--- src/rtl/fetch_unit_pkg.sv ---
// -----------------------------------------------------------------------------
// fetch_unit_pkg
// Shared definitions for the instruction fetch stage: default bus widths, the
// word presented to decode when nothing valid is at the buffer head, and the
// fetch controller state encoding.
// Ports: none (package).
// -----------------------------------------------------------------------------
package fetch_unit_pkg;

    localparam int ADDR_W_DEF = 32;
    localparam int DATA_W_DEF = 32;

    // Value driven on inst_out whenever inst_valid is low
    localparam logic [31:0] NOP_WORD = 32'h0000_0000;

    // IDLE: nothing outstanding
    // BUSY: one request outstanding, its data is wanted
    // DISCARD: one request outstanding, its data must be dropped
    typedef enum logic [1:0] {
        FS_IDLE    = 2'd0,
        FS_BUSY    = 2'd1,
        FS_DISCARD = 2'd2
    } fetch_state_e;

endpackage

--- src/rtl/fetch_unit_fifo.sv ---
// -----------------------------------------------------------------------------
// fetch_fifo
// Small fetch buffer between instruction memory and decode. DEPTH entries of
// WIDTH bits, with push, pop and a flush that empties it in one cycle. The
// head entry is always visible on rdata_o; count_o reports occupancy.
// Ports:
//   clk      in   clock, rising edge
//   reset    in   synchronous active-high reset
//   flush_i  in   empty the buffer (pushes in the same cycle are discarded)
//   push_i   in   write wdata_i at the tail
//   pop_i    in   remove the head entry
//   wdata_i  in   WIDTH-bit entry to write
//   rdata_o  out  WIDTH-bit head entry (meaningful only when count_o != 0)
//   count_o  out  occupancy, $clog2(DEPTH)+1 bits
// -----------------------------------------------------------------------------
module fetch_fifo
    import fetch_unit_pkg::*;
#(
    parameter int DEPTH = 2,
    parameter int WIDTH = 64
) (
    input  logic                       clk,
    input  logic                       reset,
    input  logic                       flush_i,
    input  logic                       push_i,
    input  logic                       pop_i,
    input  logic [WIDTH-1:0]           wdata_i,
    output logic [WIDTH-1:0]           rdata_o,
    output logic [$clog2(DEPTH):0]     count_o
);

    localparam int PW = $clog2(DEPTH);
    localparam int CW = PW + 1;

    logic [WIDTH-1:0] mem_q [DEPTH];
    logic [PW-1:0]    rd_ptr_q;
    logic [PW-1:0]    wr_ptr_q;
    logic [CW-1:0]    count_q;

    // Pointers and occupancy. DEPTH is a power of two, so the pointers wrap
    // modulo DEPTH by simply overflowing.
    always_ff @(posedge clk) begin
        if (reset || flush_i) begin
            rd_ptr_q <= '0;
            wr_ptr_q <= '0;
            count_q  <= '0;
        end else begin
            if (push_i) begin
                wr_ptr_q <= wr_ptr_q + PW'(1);
            end
            if (pop_i) begin
                rd_ptr_q <= rd_ptr_q + PW'(1);
            end
            count_q <= count_q + CW'(push_i) - CW'(pop_i);
        end
    end

    // Storage needs no reset; an entry is only read after it was written.
    always_ff @(posedge clk) begin
        if (push_i && !flush_i) begin
            mem_q[wr_ptr_q] <= wdata_i;
        end
    end

    // The issue logic upstream never lets a push land on a full buffer unless
    // the head leaves in the same cycle.
    always_ff @(posedge clk) begin
        if (!reset && !flush_i) begin
            assert (!(push_i && !pop_i && (count_q == CW'(DEPTH))));
        end
    end

    assign rdata_o = mem_q[rd_ptr_q];
    assign count_o = count_q;

endmodule

--- src/rtl/fetch_unit.sv ---
// -----------------------------------------------------------------------------
// fetch_unit
// Instruction fetch stage sitting right after the PC logic. Issues at most one
// outstanding instruction-memory request, buffers returned words for decode in
// fetch_fifo, and drives pc_advance as the PC register write enable. A redirect
// flushes the buffer and drops any in-flight fetch.
// Configuration macro: FETCH_BYPASS_EN -- when defined, a word returning into an
// empty buffer is shown to decode in its ack cycle (consumed without a push if
// decode is ready). When undefined, every word goes through the buffer.
// Ports:
//   clk         in   clock, rising edge
//   reset       in   synchronous active-high reset
//   pc_addr     in   current PC
//   pc_plus4    in   PC+4 of the current PC
//   redirect    in   PC is loaded with a branch/jump target this edge
//   pc_advance  out  PC write enable for sequential fetch (combinational)
//   imem_req    out  memory request valid (registered)
//   imem_addr   out  request address, stable while imem_req is high
//   imem_ack    in   request complete, imem_data valid this cycle
//   imem_data   in   fetched word
//   inst_valid  out  inst_out/inst_pc4 valid to decode
//   inst_out    out  instruction at buffer head
//   inst_pc4    out  PC+4 of that instruction
//   dec_ready   in   decode consumes the head when inst_valid is high
// -----------------------------------------------------------------------------
module fetch_unit
    import fetch_unit_pkg::*;
#(
    parameter int ADDR_W = ADDR_W_DEF,
    parameter int DATA_W = DATA_W_DEF,
    parameter int DEPTH  = 2
) (
    input  logic              clk,
    input  logic              reset,
    input  logic [ADDR_W-1:0] pc_addr,
    input  logic [ADDR_W-1:0] pc_plus4,
    input  logic              redirect,
    output logic              pc_advance,
    output logic              imem_req,
    output logic [ADDR_W-1:0] imem_addr,
    input  logic              imem_ack,
    input  logic [DATA_W-1:0] imem_data,
    output logic              inst_valid,
    output logic [DATA_W-1:0] inst_out,
    output logic [ADDR_W-1:0] inst_pc4,
    input  logic              dec_ready
);

    localparam int CW = $clog2(DEPTH) + 1;
    localparam logic [CW-1:0] DEPTH_C = CW'(DEPTH);

    fetch_state_e       state_q, state_d;
    logic               imem_req_q;
    logic [ADDR_W-1:0]  imem_addr_q, imem_addr_d;
    logic [ADDR_W-1:0]  req_pc4_q, req_pc4_d;

    logic               ack_busy;
    logic               bypass;
    logic               fifo_valid;
    logic               push;
    logic               pop;
    logic               issue;
    logic [CW-1:0]      occ_next;
    logic [CW-1:0]      fifo_count;
    logic [DATA_W+ADDR_W-1:0] fifo_rdata;

    fetch_fifo #(
        .DEPTH (DEPTH),
        .WIDTH (DATA_W + ADDR_W)
    ) u_fifo (
        .clk     (clk),
        .reset   (reset),
        .flush_i (redirect),
        .push_i  (push),
        .pop_i   (pop),
        .wdata_i ({imem_data, req_pc4_q}),
        .rdata_o (fifo_rdata),
        .count_o (fifo_count)
    );

    // Handshake, buffer control, issue decision, next state and decode-side
    // outputs. Issue looks at the occupancy after this cycle's push/pop so a
    // request is only launched when its data is guaranteed a free slot.
    always_comb begin
        ack_busy   = (state_q == FS_BUSY) && imem_ack;
        fifo_valid = (fifo_count != '0);
        bypass     = 1'b0;
`ifdef FETCH_BYPASS_EN
        bypass     = ack_busy && !redirect && !fifo_valid;
`endif
        pop      = fifo_valid && dec_ready;
        push     = ack_busy && !redirect && !(bypass && dec_ready);
        occ_next = fifo_count + CW'(push) - CW'(pop);
        issue    = ((state_q == FS_IDLE) || ack_busy) && (occ_next < DEPTH_C)
                   && !redirect && !reset;

        state_d     = state_q;
        imem_addr_d = imem_addr_q;
        req_pc4_d   = req_pc4_q;

        case (state_q)
            FS_IDLE: begin
                state_d = FS_IDLE;
            end
            FS_BUSY: begin
                if (redirect) begin
                    state_d = imem_ack ? FS_IDLE : FS_DISCARD;
                end else if (imem_ack) begin
                    state_d = FS_IDLE;
                end
            end
            FS_DISCARD: begin
                if (imem_ack) begin
                    state_d = FS_IDLE;
                end
            end
            default: begin
                state_d = FS_IDLE;
            end
        endcase

        if (issue) begin
            state_d     = FS_BUSY;
            imem_addr_d = pc_addr;
            req_pc4_d   = pc_plus4;
        end

        pc_advance = issue;
        inst_valid = fifo_valid || bypass;
        inst_out   = DATA_W'(NOP_WORD);
        inst_pc4   = '0;
        if (bypass) begin
            inst_out = imem_data;
            inst_pc4 = req_pc4_q;
        end else if (fifo_valid) begin
            inst_out = fifo_rdata[DATA_W+ADDR_W-1:ADDR_W];
            inst_pc4 = fifo_rdata[ADDR_W-1:0];
        end
    end

    // Controller registers. A request is outstanding exactly when the
    // controller is not idle, so imem_req follows the next state.
    always_ff @(posedge clk) begin
        if (reset) begin
            state_q     <= FS_IDLE;
            imem_req_q  <= 1'b0;
            imem_addr_q <= '0;
            req_pc4_q   <= '0;
        end else begin
            state_q     <= state_d;
            imem_req_q  <= (state_d != FS_IDLE);
            imem_addr_q <= imem_addr_d;
            req_pc4_q   <= req_pc4_d;
        end
    end

    assign imem_req  = imem_req_q;
    assign imem_addr = imem_addr_q;

endmodule

--- config.mk ---
export PLATFORM = sky130hd
export DESIGN_NAME = fetch_unit
export DESIGN_NICKNAME = d
export VERILOG_FILES = /design/src/rtl/fetch_unit_pkg.sv /design/src/rtl/fetch_unit_fifo.sv /design/src/rtl/fetch_unit.sv
export SDC_FILE = /design/constraint.sdc
export NUM_CORES = 1
export LEC_CHECK = 0
export CAP_MARGIN = 20
export CELL_PAD_IN_SITES_DETAIL_PLACEMENT = 1
export CELL_PAD_IN_SITES_GLOBAL_PLACEMENT = 2
export CORE_ASPECT_RATIO = 1.75
export CORE_MARGIN = 4
export CORE_UTILIZATION = 35
export CTS_CLUSTER_SIZE = 20
export DETAILED_ROUTE_END_ITERATION = 8
export PLACE_DENSITY_LB_ADDON = 0.25
export SETUP_SLACK_MARGIN = 0.15
export SYNTH_ARGS = -nofsm -noshare
export SYNTH_HDL_FRONTEND = slang
export SYNTH_SLANG_ARGS = --single-unit
export TNS_END_PERCENT = 10
--- constraint.sdc ---
create_clock -name clk -period 12.2 [get_ports clk]
set_input_delay 2.44 -clock clk [delete_from_list [all_inputs] [get_ports clk]]
set_output_delay 2.44 -clock clk [all_outputs]
set_load 0.01 [all_outputs]
==> metrics.txt <==
status finished, final reports clean; Synth area leader edfxtp_1; Critical Path AT 4.48 ns; GR Overflow Total 0; leakage 0.003429 µW; Synth area leaders edfxtp_1 51%, dfxtp_1 19%, mux2i_1 17%, nor2_1 6.9%, ha_1 0.84%; CORE AREA 21,020 µm²; reg2reg end imem_addr[28]$_SDFFE_PP0P_; clock skew 0.009902 ns; Die ar. 23,900 µm²; simple-gate share of the synthesized area 0.07701; Synth cell types 28; fraction of layout cells with a size suffix above 1 0.05874; most frequent cell after synthesis nor2_1; Synth Register Bits 200; Post-synth EDFFs 128; vias in the first global route 5,108; largest net degree at the start of global routing 67; initial core utilization 0.3563; final WL 17,590 µm; fin crit share 0.5673; WHS Endpoint u_fifo.mem_q[1][3]$_DFFE_PP_; crit path capture type output pin; first-pass GRT wire length 27,490 µm; Layout area overhead 36.95%; CTS Root Cell clkbuf_16; Slew Limit Fails 0; number of antenna violations at the first check in global routing 1; Hold WC Path Type register to register; Worst EP required 9.76 ns; gpl congestion 0.7314; die height 201.5 µm; Placement Cell Area 9699 µm²; reg2reg path depth 12; H-tree levels 4; fin worst setup slack 5.279 ns; DR vias 4,595; Clock Latency Late Sink 0.43 ns; Pre-antenna DRT Iters 5; fin crit period 6.921 ns; Slew HR 0.3673; wire length per cell 17.88 µm; IO Pins 200; worst vdd ir 0.00006193 V; r2r startpoint state_q[1]$_SDFF_PP0_; Residual DRC 0; Placement Setup Slack 5.266 ns; reg-to-reg slack, setup 8.89 ns; hold depth 0; CP Max Fanout 2; Post-CTS Setup Repair Bufs 0; Final setup viols 0; RSZ-0062 raised after global routing false; asr flop ratio synth 0; diodes inserted 0; post-route cell area 10,260 µm²; Pwr Density 135.1 nW/µm²; top cells by count, synth 138 x nor2_1, 128 x edfxtp_1, 128 x mux2i_1; actual slew at the worst max-slew pin 0.9490 ns; layout net count 825; cts-stage hold buffer count 0; CTS sink count 200; Seq/Total Area, Yosys 0.7056; Post-Syn Area 7490 µm²; Primary FF master, synth edfxtp_1; Post-Syn Instances 525; maximum operating frequency 144.5 MHz; CTS max path bufs 2; Synth Area in Compound Gates 0.004009; GRT Total Usage 0.1478; dpl hpwl 12,010 µm; Syn Area/Cell 14.27 µm²; final hold vios 0; Routed Antenna Nets 0; syn_nets 631; Die Wd 118.6 µm; post-DR vias/cell 4.670; cts bufs inserted 17; post-synthesis mux area share 0.1711; CP Launch Type input pin; CTS tree yes; post-cts sizing count 0; # Max-Cap Violations 0; HP Start req_pc4_q[3]$_SDFFE_PP0P_; largest family of logic cells by synthesized area multiplexers; # rows 70; WHS 0.4586 ns; xor/xnor share of the synthesized area 0.005346; Yosys Warn Count 0; Synth top area share 0.5132; Synth Area in Adders 0.008353; clock slew at reported path FFs 0.07 ns; DR iter-0 viols 112; Fill cells 2,151; type of the worst setup path input pin to output pin; Fin Setup TNS 0 ns; PortBufs 199
-- area by class of cell --
type	instances	area, µm²	share of cell area
Sequential cell	200	5289	0.5156
Timing Repair Buffer	205	2052	0.2000
Multi-Input combinational cell	288	2017	0.1966
Clock buffer	19	436.7	0.04257
Tap cell	252	315.3	0.03074
Clock inverter	13	121.4	0.01183
Inverter	7	26.28	0.002562
-- through the flow --
stage          power, µW    util  cells
3_3_place_gp       860.4  0.4601    951
5_1_grt             1439  0.4880    984
6_report            1386  0.4880    984
3_5_place_dp       864.9  0.4614    952
2_1_floorplan      802.6       -    525
4_1_cts             1406  0.4880    984
-- per-layer routing --
metal	global-route usage	vias to the layer above	wire length (µm)
met4	0.03730	2	176
met3	0.05231	13	1060
met1	0.1470	2230	6318
met5	0	-	13
met2	0.2867	125	10020
li1	-	2225	-
-- state kept, by name, summed over array words and instances, names as in the netlist, named ones only --
register / cells
u_fifo.rd_ptr_q: 1
u_fifo.mem_q: 128
imem_req: 1
imem_addr: 32
u_fifo.count_o: 2
req_pc4_q: 32
state_q: 2
u_fifo.wr_ptr_q: 1
-- power by group --
part,internal (µW),switching [µW]
combinational,61.2,42.6
sequential,735,8.69
clock,287,250
total,1080,302
-- worst max-delay path by stage --
stage | from | depth (start not counted) | slack (ns) | end
after floorplan | dec_ready | 8 | 6.03 | pc_advance
after global placement | dec_ready | 8 | 5.27 | pc_advance
after detailed placement | dec_ready | 8 | 5.27 | pc_advance
after CTS | dec_ready | 8 | 5.24 | pc_advance
after global routing | redirect | 8 | 5.18 | pc_advance
final | dec_ready | 8 | 5.28 | pc_advance
-- kinds of logic (layout without fill, tap and decap cells) --
group,count (synthesis),in the layout
xor+xnor,3,3
flops,200,200
mux,128,128
compound gates,5,5
simple gates,147,147
buf+inv,37,244
fa+ha+maj,5,5
-- worst max-delay path: stages --
cell and delay, ns:
clkdlybuf4s50_1 0.39, and2_1 0.16, ha_1 0.28, inv_1 0.04, ha_1 0.17, xnor3_1 0.23, nor3b_4 0.21, clkdlybuf4s50_1 0.56
-- layout by cell type, fill, tap and decap left out, drive strengths merged --
cell and instances:
clkdlybuf4s50 198, nor2 138, mux2i 128, edfxtp 128
dfxtp 72, clkbuf 19, inv 13, buf 7
clkinv 6, ha 5, a21oi 2, nand2 2
nor3b 2, or2 1, xnor3 1, and2 1
nor2b 1, and3 1, o21a 1, a21o 1
xnor2 1, xor2 1, o21ai 1, nand2b 1
bufinv 1
No activity file was read; power rests on OpenSTA's default activity.
